[config.mk]
export PLATFORM = sky130hd
export DESIGN_NAME = cci_read_arbiter_flat
export DESIGN_NICKNAME = d
export VERILOG_FILES = /design/src/rtl/cci_read_arbiter_pkg.sv /design/src/rtl/cci_read_arbiter_if.sv /design/src/rtl/cci_issue_holdoff.sv /design/src/rtl/cci_read_arbiter.sv /design/src/flat_wrapper.sv
export SDC_FILE = /design/constraint.sdc
export NUM_CORES = 1
export LEC_CHECK = 0
export ABC_AREA = 1
export CORE_ASPECT_RATIO = 0.75
export CORE_MARGIN = 2
export CORE_UTILIZATION = 42
export DETAILED_ROUTE_END_ITERATION = 8
export GPL_TIMING_DRIVEN = 0
export PLACE_DENSITY = 0.94
export SLEW_MARGIN = 20
export SYNTH_ARGS = -nofsm -noshare
export SYNTH_HDL_FRONTEND = slang
export SYNTH_SLANG_ARGS = --single-unit
[constraint.sdc]
create_clock -name clk -period 5 [get_ports clk]
set_clock_uncertainty 0.1 [all_clocks]
set_input_delay 0.5 -clock clk [delete_from_list [all_inputs] [get_ports clk]]
set_output_delay 0.5 -clock clk [all_outputs]
set_load 0.005 [all_outputs]
[src/rtl/cci_read_arbiter_pkg.sv]
// Shared types and constants for the CCI TX0 read arbiter and its issue hold-off FSM.
package cci_read_arbiter_pkg;

  localparam int unsigned NUM_REQ    = 3;
  localparam int unsigned REQ_STATUS = 0;
  localparam int unsigned REQ_READER = 1;
  localparam int unsigned REQ_WRITER = 2;
  localparam int unsigned OUT_W      = 7;
  localparam int unsigned HOLD_W     = 4;

  typedef struct packed {
    logic [1:0]  vc_sel;
    logic [3:0]  req_type;
    logic [41:0] addr;
    logic [15:0] mdata;
  } tx_header_t;

  typedef enum logic {
    ST_ISSUE = 1'b0,
    ST_STALL = 1'b1
  } issue_state_e;

endpackage

[src/rtl/cci_read_arbiter_if.sv]
// Requester-side and CCI TX0/RX0 read signals of the arbiter.
interface cci_read_arbiter_if;
  import cci_read_arbiter_pkg::*;

  logic [NUM_REQ-1:0] rd_req;
  tx_header_t         rd_hdr_status;
  tx_header_t         rd_hdr_reader;
  tx_header_t         rd_hdr_writer;
  logic [NUM_REQ-1:0] rd_grant;
  tx_header_t         tx0_header;
  logic               tx0_rdvalid;
  logic               tx0_almostfull;
  logic               rx0_rdvalid;

  modport slave (
    input  rd_req, rd_hdr_status, rd_hdr_reader, rd_hdr_writer,
    input  tx0_almostfull, rx0_rdvalid,
    output rd_grant, tx0_header, tx0_rdvalid
  );

  modport master (
    output rd_req, rd_hdr_status, rd_hdr_reader, rd_hdr_writer,
    output tx0_almostfull, rx0_rdvalid,
    input  rd_grant, tx0_header, tx0_rdvalid
  );

endinterface

[src/rtl/cci_issue_holdoff.sv]
// Almost-full hold-off FSM: stalls issue on back-pressure and resumes only after
// AF_HOLDOFF consecutive low cycles of almostfull.
module cci_issue_holdoff
  import cci_read_arbiter_pkg::*;
#(
  parameter int unsigned AF_HOLDOFF = 4
) (
  input  logic clk,
  input  logic resetb,
  input  logic almostfull,
  output logic can_issue
);

  issue_state_e      state, state_next;
  logic [HOLD_W-1:0] hold_cnt, hold_cnt_next;

  // State register
  always_ff @(posedge clk or negedge resetb) begin
    if (!resetb) begin
      state    <= ST_ISSUE;
      hold_cnt <= '0;
    end else begin
      state    <= state_next;
      hold_cnt <= hold_cnt_next;
    end
  end

  // Next state; any almostfull high in STALL restarts the low-cycle count
  always_comb begin
    state_next    = state;
    hold_cnt_next = hold_cnt;
    case (state)
      ST_ISSUE: begin
        if (almostfull) begin
          state_next    = ST_STALL;
          hold_cnt_next = '0;
        end
      end
      ST_STALL: begin
        if (almostfull) begin
          hold_cnt_next = '0;
        end else if (hold_cnt + HOLD_W'(1) == HOLD_W'(AF_HOLDOFF)) begin
          state_next    = ST_ISSUE;
          hold_cnt_next = '0;
        end else begin
          hold_cnt_next = hold_cnt + HOLD_W'(1);
        end
      end
      default: begin
        state_next    = ST_ISSUE;
        hold_cnt_next = '0;
      end
    endcase
  end

  // Current almostfull suppresses issue in the very cycle it rises
  always_comb begin
    can_issue = 1'b0;
    if (state == ST_ISSUE && !almostfull) can_issue = 1'b1;
  end

endmodule

[src/rtl/cci_read_arbiter.sv]
// TX0 read arbiter: status has strict priority, reader/writer share round-robin,
// issue gated by enable, almost-full hold-off and an outstanding-read credit limit.
module cci_read_arbiter
  import cci_read_arbiter_pkg::*;
#(
  parameter int unsigned MAX_OUTSTANDING = 64,
  parameter int unsigned AF_HOLDOFF      = 4
) (
  input  logic               clk,
  input  logic               resetb,
  input  logic               afu_en,
  cci_read_arbiter_if.slave  bus,
  output logic [OUT_W-1:0]   outstanding,
  output logic               err_underflow
);

  logic               fsm_can_issue;
  logic               can_issue;
  logic               writer_next;
  logic               granted;
  logic [NUM_REQ-1:0] grant;
  tx_header_t         grant_hdr;

  cci_issue_holdoff #(.AF_HOLDOFF(AF_HOLDOFF)) u_holdoff (
    .clk        (clk),
    .resetb     (resetb),
    .almostfull (bus.tx0_almostfull),
    .can_issue  (fsm_can_issue)
  );

  assign can_issue = afu_en & fsm_can_issue & (outstanding < OUT_W'(MAX_OUTSTANDING));

  // Grant select: status first, then the reader/writer not granted most recently
  always_comb begin
    grant = '0;
    if (can_issue) begin
      if (bus.rd_req[REQ_STATUS]) begin
        grant[REQ_STATUS] = 1'b1;
      end else if (bus.rd_req[REQ_READER] && (!bus.rd_req[REQ_WRITER] || !writer_next)) begin
        grant[REQ_READER] = 1'b1;
      end else if (bus.rd_req[REQ_WRITER]) begin
        grant[REQ_WRITER] = 1'b1;
      end
    end
  end

  assign bus.rd_grant = grant;
  assign granted      = |grant;

  always_comb begin
    grant_hdr = bus.rd_hdr_status;
    if (grant[REQ_READER])      grant_hdr = bus.rd_hdr_reader;
    else if (grant[REQ_WRITER]) grant_hdr = bus.rd_hdr_writer;
  end

  // Round-robin pointer; status grants leave it alone, disable re-favours the reader
  always_ff @(posedge clk or negedge resetb) begin
    if (!resetb)                 writer_next <= 1'b0;
    else if (!afu_en)            writer_next <= 1'b0;
    else if (grant[REQ_READER])  writer_next <= 1'b1;
    else if (grant[REQ_WRITER])  writer_next <= 1'b0;
  end

  // Registered TX0 request; header holds when nothing is granted
  always_ff @(posedge clk or negedge resetb) begin
    if (!resetb) begin
      bus.tx0_rdvalid <= 1'b0;
      bus.tx0_header  <= '0;
    end else begin
      bus.tx0_rdvalid <= granted;
      if (granted) bus.tx0_header <= grant_hdr;
    end
  end

  // In-flight accounting; a response with nothing outstanding is flagged, not counted
  always_ff @(posedge clk or negedge resetb) begin
    if (!resetb) begin
      outstanding   <= '0;
      err_underflow <= 1'b0;
    end else begin
      case ({granted, bus.rx0_rdvalid})
        2'b10: outstanding <= outstanding + OUT_W'(1);
        2'b01: begin
          if (outstanding == '0) err_underflow <= 1'b1;
          else                   outstanding   <= outstanding - OUT_W'(1);
        end
        default: ;
      endcase
    end
  end

endmodule

[src/flat_wrapper.sv]
// flat-port wrapper written by rule: the top's interface ports become plain ports
module cci_read_arbiter_flat import cci_read_arbiter_pkg::*;
#(
  parameter int unsigned MAX_OUTSTANDING = 64,
  parameter int unsigned AF_HOLDOFF      = 4
)
  (clk, resetb, afu_en, outstanding, err_underflow, bus_rd_req, bus_rd_hdr_status, bus_rd_hdr_reader, bus_rd_hdr_writer, bus_tx0_almostfull, bus_rx0_rdvalid, bus_rd_grant, bus_tx0_header, bus_tx0_rdvalid);
  cci_read_arbiter_if bus_i ();
  input  logic clk;
  input  logic resetb;
  input  logic afu_en;
  output logic [OUT_W-1:0] outstanding;
  output logic err_underflow;
  input wire logic [$bits(bus_i.rd_req)-1:0] bus_rd_req;
  input wire logic [$bits(bus_i.rd_hdr_status)-1:0] bus_rd_hdr_status;
  input wire logic [$bits(bus_i.rd_hdr_reader)-1:0] bus_rd_hdr_reader;
  input wire logic [$bits(bus_i.rd_hdr_writer)-1:0] bus_rd_hdr_writer;
  input wire logic [$bits(bus_i.tx0_almostfull)-1:0] bus_tx0_almostfull;
  input wire logic [$bits(bus_i.rx0_rdvalid)-1:0] bus_rx0_rdvalid;
  output wire logic [$bits(bus_i.rd_grant)-1:0] bus_rd_grant;
  output wire logic [$bits(bus_i.tx0_header)-1:0] bus_tx0_header;
  output wire logic [$bits(bus_i.tx0_rdvalid)-1:0] bus_tx0_rdvalid;
  assign bus_i.rd_req = bus_rd_req;
  assign bus_i.rd_hdr_status = bus_rd_hdr_status;
  assign bus_i.rd_hdr_reader = bus_rd_hdr_reader;
  assign bus_i.rd_hdr_writer = bus_rd_hdr_writer;
  assign bus_i.tx0_almostfull = bus_tx0_almostfull;
  assign bus_i.rx0_rdvalid = bus_rx0_rdvalid;
  assign bus_rd_grant = bus_i.rd_grant;
  assign bus_tx0_header = bus_i.tx0_header;
  assign bus_tx0_rdvalid = bus_i.tx0_rdvalid;
  cci_read_arbiter #(.MAX_OUTSTANDING(MAX_OUTSTANDING), .AF_HOLDOFF(AF_HOLDOFF)) u_core (.clk(clk), .resetb(resetb), .afu_en(afu_en), .bus(bus_i), .outstanding(outstanding), .err_underflow(err_underflow));
endmodule
==> flow_summary.yaml <==
outcome:
  status: "complete, no violations"
floorplanning:
  die_h_um: 97.34
  num_rows: 34
  initial_utilization_pct: 42.63
  die_area_um2: 12500
  ios: 276
  die_w_um: 128.4
  coreArea_um2: 11440
route:
  drt_first_pass_iters: 4
  wl_per_cell_um: 17.11
  num_vias: 5136
  remaining_drc_errors: 0
  routed_wl_mm: 16.90
  wl_met2_mm: 8.186
  initialDrtViolationCount: 207
  viasPerCell: 5.198
  met3WireLength_mm: 1.287
  top_layer_used: "met4"
  drtAntennaViolNets: 0
  wl_met1_mm: 6.905
worst_hold_path:
  hold_path_class: "input port to async pin"
worst_setup_path:
  start_kind: "input port"
  cp-startpoint: "bus_rd_req[2]"
  critPathKind: "input port to flop"
  cp-end-kind: "flop"
  crit_required_ns: 5.13
  timing.rr.start: "u_core.writer_next"
  cp.arrival_ns: 3.28
  cp_max_fo: 10
synthesis:
  synth_area_per_cell_um2: 8.838
  ys_seq_elements: 79
  ys_types: 36
  syn-instance-count: 552
  synthTopCellsByArea: "dfrtp_1, a21oi_1, o211ai_1"
  synth_warnings: 0
  netlist.area_leader.share_pct: 40.52
  syn_area_um2: 4878
  synth_nets: 760
  seq_area_frac_synth_pct: 40.52
  yosys.area.top_type: "dfrtp_1"
timing:
  tns_ns: 0
  timing.final.hold_violations: 0
  setup_violations: 0
  max-slew-margin-rel_pct: 66.50
  rsz0062_at_grt: "no"
  worst_pin_slew_ns: 0.5025
  finalCriticalPeriod_ns: 3.152
  finalHoldWorstSlack_ns: 0.02422
  max_freq_ghz: 0.3172
  maxSlewViolCount: 0
  fin_crit_sh_pct: 63.05
layout:
  fin_cells: 988
  diodes: 0
  drive_gt1_share_pct: 15.64
  mostFrequentLayoutCells: "clkdlybuf4s50_1, a21oi_1, dfrtp_1, nor2_1, o211ai_1"
  fin_nets: 1047
  area_growth_pct: 67.17
  final_core_util_pct: 71.27
  final_common_cell: "clkdlybuf4s50_1"
job:
  drv_cap: 0
power:
  ir_worst_vdd_mv: 0.2248
  p_total_w: 0.002530
  leakage_nw: 3.513
  powerDensity_nw_per_um2: 310.3
clock_network:
  cts-root-buf: "clkbuf_16"
  clock_latency_ns: 0.34
  ctsResizeCount: 0
  holdBufCountCts: 0
  cts.sinks: 79
  cts_buffers: 9
  cts_max_path_buffers: 2
  htreeDepth: 3
  clk_pin_slew_ns: 0.06
  cts_setup_buffers: 0
  cts_tree: "built"
global_route:
  grt_pass1_vias: 5260
  antenna_found_initial: 0
  grt_max_degree: 46
  grt_overflow: 0
  grt_pass1_wl_mm: 26.40
  grt_util_all_layers_pct: 27.04
place:
  dp.cells: 972
  placement.io_buffers: 275
  gp_congestion: 0.8478
  hpwl_mm: 12.94
## sequential cells by signal, summed over array words and instances (netlist names)
signal / cells
u_core.u_holdoff.hold_cnt: 4
u_core.err_underflow: 1
u_core.u_holdoff.state: 1
u_core.writer_next: 1
u_core.bus.tx0_header: 64
u_core.outstanding: 7
u_core.bus.tx0_rdvalid: 1
## critical path: stages
cell and delay (ns):
clkdlybuf4s50_1 0.50, nand2_1 0.10, nand2_2 0.14, inv_1 0.08, o21ai_2 0.19, nand2_4 0.11
buf_6 0.17, nor2_2 0.26, ha_1 0.35, nand2_1 0.12, inv_1 0.05, nand2_1 0.09
nand2_1 0.06, nor2_1 0.19, inv_1 0.09, nand3_1 0.08, nand3_1 0.09, nand2_1 0.07
inv_1 0.03
## cell type report
class | instances | area [µm²]
Sequential cell | 79 | 1977
Multi-Input combinational cell | 411 | 2502
Buffer | 42 | 324.1
Clock inverter | 4 | 52.55
Timing Repair Buffer | 276 | 2778
Clock buffer | 12 | 266.5
Inverter | 20 | 75.07
Tap cell | 144 | 180.2
Fill cell | 857 | 3288
## metrics by stage
stage / setup WS (ns) / cell area (µm²)
6_report: 1.848 / 8155
3_3_place_gp: 0.4457 / 7811
5_1_grt: 1.699 / 8155
2_1_floorplan: 2.527 / 4878
4_1_cts: 1.900 / 8155
3_5_place_dp: 1.620 / 7836
## final timing paths
check,to,slack [ns],cells past startpoint
min reg2reg,u_core.err_underflow,0.38,1
min in group clk,u_core.err_underflow,0.38,1
max reg2reg,u_core.outstanding[6],2.13,18
max in group asynchronous,u_core.bus.tx0_header[24],4.17,2
min,u_core.outstanding[3],0.02,1
max,u_core.outstanding[6],1.85,19
## routing by layer
metal	global-route usage, %	up-vias
met5	0	-
met4	10.40	0
met3	7.324	38
met2	46.69	216
met1	31.96	2391
li1	-	2491
## power breakdown
group / switching [W] / total (W) / internal [W]
Sequential: 0.000112 / 0.000909 / 0.000798
Clock: 0.000262 / 0.000690 / 0.000428
Combinational: 0.000353 / 0.000931 / 0.000578
## synthesized netlist by cell type
cell / count
dfrtp_1: 79
nand2_1: 28
clkbuf_1: 1
nor2_4: 2
nor3_1: 3
o211ai_1: 54
nand2_4: 3
a21o_1: 1
nand2_2: 3
inv_1: 14
nor2_1: 72
nor2_2: 2
buf_2: 18
or2_1: 50
xnor2_1: 2
a22o_1: 1
ha_1: 7
buf_4: 4
o21ai_0: 3
o21ai_1: 5
o21ai_2: 1
xor2_1: 5
nor3_4: 1
o211ai_2: 10
inv_2: 6
a21oi_2: 32
a21oi_1: 100
o21bai_1: 1
or2_2: 14
buf_6: 17
clkbuf_2: 1
nand3_1: 6
buf_1: 1
fa_1: 1
nand4_1: 3
a31oi_1: 1
## kinds of logic after synthesis
family / Yosys count / share of synthesized area (%)
AO/OA/AOI/OAI: 209 / 28.49
AND/OR/NAND/NOR: 187 / 19.34
flip-flops: 79 / 40.52
buffers and inverters: 62 / 8.181
adder cells (fa/ha/maj): 8 / 2.206
XOR/XNOR: 7 / 1.257
(Power assumes the default switching activity.)
